File: config.mk
export PLATFORM = sky130hd
export DESIGN_NAME = rv32i_mem_port_arbiter
export DESIGN_NICKNAME = d
export VERILOG_FILES = /design/src/rtl/rv32i_mem_port_arbiter.sv
export SDC_FILE = /design/constraint.sdc
export NUM_CORES = 1
export LEC_CHECK = 0
export CAP_MARGIN = 20
export CORE_UTILIZATION = 40
export DETAILED_ROUTE_END_ITERATION = 10
export PLACE_DENSITY = 0.8
export SETUP_SLACK_MARGIN = 0.4
export SLEW_MARGIN = 20
export SYNTH_ARGS = -nofsm -noshare
export SYNTH_HDL_FRONTEND = slang
export SYNTH_SLANG_ARGS = --single-unit
File: constraint.sdc
create_clock -name clk -period 2.5 [get_ports clk]
set_clock_uncertainty 0.2 [all_clocks]
set_input_delay 0.5 -clock clk [delete_from_list [all_inputs] [get_ports clk]]
set_output_delay 0.5 -clock clk [all_outputs]
set_load 0.1 [all_outputs]
File: src/rtl/rv32i_mem_port_arbiter.sv
// Shares one single-ported RAM between instruction fetch and data memory.
// DM has priority, bounded by a fetch anti-starvation streak limit and a bus timeout.
module rv32i_mem_port_arbiter #(
  parameter int ADDR_WIDTH = 32,
  parameter int DATA_WIDTH = 32,
  parameter int STREAK_MAX = 4,
  parameter int TIMEOUT    = 255
) (
  input  logic                    clk,
  input  logic                    reset,
  input  logic                    if_req,
  input  logic [ADDR_WIDTH-1:0]   if_addr,
  output logic [DATA_WIDTH-1:0]   if_rdata,
  output logic                    if_done,
  input  logic                    dm_req,
  input  logic                    dm_we,
  input  logic [DATA_WIDTH/8-1:0] dm_wmask,
  input  logic [ADDR_WIDTH-1:0]   dm_addr,
  input  logic [DATA_WIDTH-1:0]   dm_wdata,
  output logic [DATA_WIDTH-1:0]   dm_rdata,
  output logic                    dm_done,
  output logic                    mem_req,
  output logic                    mem_we,
  output logic [DATA_WIDTH/8-1:0] mem_wmask,
  output logic [ADDR_WIDTH-1:0]   mem_addr,
  output logic [DATA_WIDTH-1:0]   mem_wdata,
  input  logic [DATA_WIDTH-1:0]   mem_rdata,
  input  logic                    mem_ack,
  output logic                    bus_err
);
  localparam int SW = $clog2(STREAK_MAX + 1);
  localparam logic [SW-1:0] STREAK_TOP = SW'(STREAK_MAX);
  localparam logic [7:0]    TMO_LAST   = 8'(TIMEOUT - 1);

  typedef enum logic [1:0] {IDLE, BUSY_DM, BUSY_IF} state_t;
  state_t state, state_nx;

  logic [SW-1:0] streak;
  logic [7:0]    tmo_cnt;
  logic          if_pend, dm_pend, grant_dm, grant_if, busy, fin_ack, fin_tmo;

  // A requester whose done is high still shows its finished request; mask it.
  always_comb begin
    if_pend  = if_req && !if_done;
    dm_pend  = dm_req && !dm_done;
    grant_dm = (state == IDLE) && dm_pend && !(if_pend && streak == STREAK_TOP);
    grant_if = (state == IDLE) && !grant_dm && if_pend;
    busy     = (state != IDLE);
    fin_ack  = busy && mem_ack;
    fin_tmo  = busy && !mem_ack && (tmo_cnt == TMO_LAST);
    state_nx = state;
    if (grant_dm)               state_nx = BUSY_DM;
    else if (grant_if)          state_nx = BUSY_IF;
    else if (fin_ack || fin_tmo) state_nx = IDLE;
  end

  always_ff @(posedge clk) begin
    if (reset) state <= IDLE;
    else       state <= state_nx;
  end

  always_ff @(posedge clk) begin
    if (reset) begin
      if_rdata  <= '0;
      if_done   <= 1'b0;
      dm_rdata  <= '0;
      dm_done   <= 1'b0;
      mem_req   <= 1'b0;
      mem_we    <= 1'b0;
      mem_wmask <= '0;
      mem_addr  <= '0;
      mem_wdata <= '0;
      bus_err   <= 1'b0;
      streak    <= '0;
      tmo_cnt   <= '0;
    end else begin
      if_done <= 1'b0;
      dm_done <= 1'b0;
      if (grant_dm) begin
        mem_req   <= 1'b1;
        mem_we    <= dm_we;
        mem_wmask <= dm_wmask;
        mem_addr  <= dm_addr;
        mem_wdata <= dm_wdata;
        tmo_cnt   <= '0;
        if (!if_pend)                streak <= '0;
        else if (streak != STREAK_TOP) streak <= streak + SW'(1);
      end else if (grant_if) begin
        mem_req   <= 1'b1;
        mem_we    <= 1'b0;
        mem_wmask <= '0;
        mem_addr  <= if_addr;
        mem_wdata <= '0;
        tmo_cnt   <= '0;
        streak    <= '0;
      end else if (fin_ack || fin_tmo) begin
        mem_req <= 1'b0;
        bus_err <= bus_err | fin_tmo;
        if (state == BUSY_IF) begin
          if_done  <= 1'b1;
          if_rdata <= fin_ack ? mem_rdata : '0;
        end else begin
          dm_done <= 1'b1;
          // Writes leave the last read data in place; a timeout zeroes it.
          if (fin_tmo)      dm_rdata <= '0;
          else if (!mem_we) dm_rdata <= mem_rdata;
        end
      end else if (busy) begin
        tmo_cnt <= tmo_cnt + 8'd1;
      end
    end
  end
endmodule

Word level (Yosys, flattened, before mapping)
Cells that the tools add are included.
- $add $sub $neg: 2
- equality and inequality tests: 6
- mux-type cells: 23
- bitwise operators: 5
- reductions and logical operators: 29
- operators by type and width (cell ; number):
    $mux 32 ; 7
    $mux 3 ; 4
    $logic_and 1x1->1 ; 10
    $add 8x1->8 const B ; 1
    $eq 8x8->1 const B ; 1
    $mux 1 ; 8
    $mux 4 ; 2
    $reduce_bool 2->1 ; 3
    $logic_not 1->1 ; 5
    $reduce_and 5->1 ; 1
    $mux 2 ; 2
    $not 1->1 ; 4
    $reduce_and 2->1 ; 2
    $reduce_and 4->1 ; 1
    $reduce_or 4->1 ; 1
    $add 3x1->3 const B ; 1
    $eq 3x3->1 const B ; 1
    $ne 3x2->1 const B ; 1
    $ne 3x3->1 const B ; 1
    $reduce_and 3->1 ; 1
    $reduce_bool 3->1 ; 1
    $reduce_or 3->1 ; 1
    $eq 2x2->1 const B ; 1
    $logic_not 2->1 ; 1
    4 further kinds ; 4
- register bits: 150
- bits of input ports: 138
- output and inout bits: 137
- word-level logic and storage cells: 79

Longest topological paths before layout
- depth after elaboration: 10
- gate-level depth with buffers: 8
- gate-level depth less buffers: 6

Worst setup path before layout
OpenSTA, ideal clock, no wires.
- path kind: register -> register
- from: register if_done
- to: register mem_wdata[10]
- setup time: 0.062 ns
- arrival: 2.068 ns
- required time: 2.238 ns
- setup slack: 0.170 ns
- cell stages (with the launch flop): 7
- buffers on the path: 2
- clock period less this slack: 2.330 ns
- path through: dfxtp_1 nor2b_1 o21ai_1 and2_1 buf_2 buf_2 a22o_1
- word-level cells in the longest chain between the ends: 9
- elaborated cells on any way between the ends: 10
- classes of those cells: mux (1); reduce/logical (9)
- ends and longest elaborated chain (item ; RTL line ; source):
    from (decl) ; 14 ; output logic if_done,
    from (signal assigned) ; 65 ; if_done <= 1'b0;
    from (signal assigned) ; 77 ; if_done <= 1'b0;
    from (signal assigned) ; 100 ; if_done <= 1'b1;
    $logic_not 1->1 (*) ; 44 ; if_pend = if_req && !if_done;
    $logic_and 1x1->1 (*) ; 44 ;
    $logic_and 1x1->1 ; 46 ; grant_dm = (state == IDLE) && dm_pend && !(if_pend && streak == STREAK_TOP);
    $logic_not 1->1 ; 46 ;
    $logic_and 1x1->1 ; 46 ;
    $logic_not 1->1 ; 47 ; grant_if = (state == IDLE) && !grant_dm && if_pend;
    $logic_and 1x1->1 (2 in series) ; 47 ;
    $reduce_bool 2->1 (no line) ; - ;
    to (signal assigned) ; 84 ; mem_wdata <= dm_wdata;
    to (decl) ; 26 ; output logic [DATA_WIDTH-1:0] mem_wdata,
Every way passes the cells marked *; elsewhere a longest branch is shown, timed or not.
A chain may end at the register's enable or synchronous reset.

Worst setup path in the final report
- from: register tmo_cnt[1]
- to: register dm_rdata[11]
- word-level cells in the longest chain between the ends: 4
- elaborated cells on any way between the ends: 6
- classes of those cells: eq/ne (2); mux (1); reduce/logical (3)
- ends and longest elaborated chain (item ; RTL line ; source):
    from (decl) ; 39 ; logic [7:0] tmo_cnt;
    from (signal assigned) ; 109 ; tmo_cnt <= tmo_cnt + 8'd1;
    $eq 8x8->1 (*) ; 50 ; fin_tmo = busy && !mem_ack && (tmo_cnt == TMO_LAST);
    $logic_and 1x1->1 (*) ; 50 ;
    $ne 2x1->1 (no line) / $logic_or 1x1->1 (equally long branches) ; - ;
    $reduce_and 5->1 (no line) ; - ;
    to (signal assigned) ; 106 ; else if (!mem_we) dm_rdata <= mem_rdata;
    to (decl) ; 20 ; output logic [DATA_WIDTH-1:0] dm_rdata,
Marks and branches as above.

==> qor.yml <==
outcome:
  status: "completed"
drt:
  ant_nets: 0
  vias: 5080
  drt_first_iter_violations: 243
  route.detailed.drc: 0
  firstDrtPassIters: 4
  vias_per_cell: 5.27
  postRouteWirelength_um: 16800
  route.detailed.wl_per_inst_um: 17.4
worst_setup_path:
  crit_chain: "ha_1 > nand3_2 > o41ai_4 > buf_4 > buf_8 > nor3b_1 > a31o_1"
  path_buf_inv: 2
  arrival_ps: 2150
  path_depth: 7
  endpoint_kind: "register"
  crit_family: "compound AO/OA/AOI/OAI gates"
  r2r_cells: 7
  cp-start-kind: "register"
  crit_required_ps: 2610
  slowest_delay_ps: 370
  crit_fanout: 16
  worstSetupPathType: "register to register"
  worst_path_max_delay_cell: "o41ai_4"
cells_and_area:
  stdcell_count: 964
  antenna_cells: 0
  synthToLayoutAreaGrowth_pct: 59.0
  layout_commonest_cell: "dfxtp_1"
  final_cell_mix: "147 x dfxtp_1, 145 x buf_4, 136 x clkdlybuf4s50_1"
  design_area_um2: 8860
  fin_nets: 917
  drive_gt1_share_pct: 26.3
timing:
  max_freq_ghz: 0.492
  setup_violations: 0
  hold_viol_final: 0
  slew_violations: 0
  period_minus_slack_ps: 2030
  timing.final.crit_share_pct: 81.3
  rsz0062_at_grt: "yes"
  max-slew-margin-rel_pct: 63.7
  tns_ps: 0
  worst_slew_pin_slew_ps: 530
  hold_ws_ps: 282
yosys:
  synthCells: 506
  yosys_warnings: 0
  synthFlopType: "dfxtp_1"
  synth.avg_cell_area_um2: 11.0
  syn-cell-area_um2: 5570
  async_reset_ff_share_pct: 0
  ys_ff_latch: 150
  yosysSeqAreaShare_pct: 53.9
  synth-edff-count: 0
  synth.distinct_cells: 45
  postSynthNetCount: 648
run:
  drv_cap: 0
hold_path:
  holdPathStages: 1
  hold_class: "register to register"
grt:
  antenna_found_initial: 0
  grt_max_degree: 65
  grt_pass1_vias: 4976
  grt_overflow_total: 0
  track_usage_pct: 22.2
  grt_pass1_wl_um: 25000
floorplanning:
  initial_utilization_pct: 41.6
  core_um2: 13400
  die_h_um: 120
  io_pins: 275
  die_area_um2: 14400
  fp.dieW_um: 120
  placementRows: 42
placed_design:
  io_buffer_count: 274
  place_inst: 925
  dpl_cell_area_um2: 8170
  place_congestion: 0.797
  hpwl_um: 11400
pwr:
  ir_drop_mv: 0.481
  p_total_w: 0.00717
  powerDensity_nw_per_um2: 809
  p_leak_nw: 3.74
clock_tree:
  cts.sinks: 150
  htree_levels: 4
  clockBufferDepth: 2
  cts_buffers: 17
  clockRootBuffer: "clkbuf_16"
  clk_pin_slew_ps: 60
  clock_latency_ps: 420
  cts_tree: "yes"
worst paths after layout:
path / start / to / slack (ps)
setup reg to reg: tmo_cnt[1] / dm_rdata[11] / 470
setup / recovery: tmo_cnt[1] / dm_rdata[11] / 470
hold / removal: if_rdata[28] / if_rdata[28] / 280
hold reg to reg: if_rdata[28] / if_rdata[28] / 280
Yosys cell counts, types with 2 or more instances:
| cell | n | area [um^2] |
|---|---|---|
| xor2_1 | 2 | 17.5 |
| a31o_2 | 4 | 35.0 |
| nand3b_1 | 2 | 15.0 |
| inv_1 | 4 | 15.0 |
| and4_1 | 2 | 17.5 |
| a22o_1 | 69 | 604 |
| nand2_1 | 6 | 22.5 |
| a211oi_1 | 33 | 248 |
| nand3_1 | 6 | 30.0 |
| a21oi_1 | 5 | 25.0 |
| and3_1 | 4 | 25.0 |
| a31oi_1 | 2 | 12.5 |
| xnor2_1 | 2 | 17.5 |
| nor2_1 | 45 | 169 |
| nor3_1 | 2 | 10.0 |
| dfxtp_1 | 150 | 3000 |
| buf_1 | 3 | 11.3 |
| nor3b_1 | 32 | 240 |
| a31o_1 | 28 | 245 |
| buf_4 | 3 | 22.5 |
| nand4_1 | 2 | 12.5 |
| buf_6 | 3 | 33.8 |
| o21ai_0 | 2 | 10.0 |
| clkbuf_1 | 19 | 71.3 |
| mux2i_1 | 34 | 340 |
| ha_1 | 4 | 50.1 |
| nor2b_1 | 4 | 25.0 |
| or3_1 | 2 | 12.5 |
| buf_2 | 16 | 80.1 |
registers in the layout, indices dropped and copies added, names as in the netlist:
signal and count:
mem_wdata 32, mem_addr 32, dm_done 1, tmo_cnt 8, mem_we 1, dm_rdata 32, streak 3, if_rdata 32
bus_err 1, mem_wmask 4, state 2, if_done 1, mem_req 1
power breakdown:
part	total [W]	switching [W]	internal (W)
sequential	0.00263	0.0000856	0.00254
clock	0.00251	0.00110	0.00141
combinational	0.00203	0.00144	0.000588
total	0.00717	0.00262	0.00454
per-layer routing:
metal  GRT usage (%)  wire (um)  vias to the layer above  share of wire, %
li1                -          -                     2441                 -
met1            25.2       6770                     2395                40
met2            37.7       8210                      218                49
met3            7.46       1360                       26               8.1
met4            9.45        412                        0               2.5
met5               0          0                        -                 0
final cells by class:
| type | instances | area (um^2) |
|---|---|---|
| multi-input cells | 308 | 2360 |
| fillers | 1034 | 4540 |
| clock buffers | 17 | 425 |
| repair buffers | 293 | 2670 |
| clock inverters | 15 | 161 |
| flip-flops and latches | 150 | 3010 |
| well taps | 176 | 220 |
| inverters | 5 | 18.8 |
cell families (layout without fill, tap and decap cells):
| group | after synthesis | after routing | synth area share, % |
|---|---|---|---|
| muxes | 34 | 34 | 6.11 |
| and+or+nand+nor | 114 | 115 | 11.6 |
| xor gates and xnor gates | 4 | 4 | 0.629 |
| AOI/OAI and AO/OA | 151 | 151 | 22.6 |
| buffers and inverters | 49 | 330 | 4.27 |
| DFF | 150 | 150 | 53.9 |
| adders and majority gates | 4 | 4 | 0.898 |
per-stage QoR:
step	utilization [%]	setup WS, ps
finish	66.1	467
global route	66.1	371
CTS	65.4	417
detailed placement	61.0	1.88
global placement	60.9	-346
floorplan	-	439
timing repair:
action	in CTS	in global routing
buffers inserted	0	3
resized for setup	0	6
hold buffers	0	0
setup endpoints to repair	0	32
Note: power is estimated with default switching activity, not from simulation.
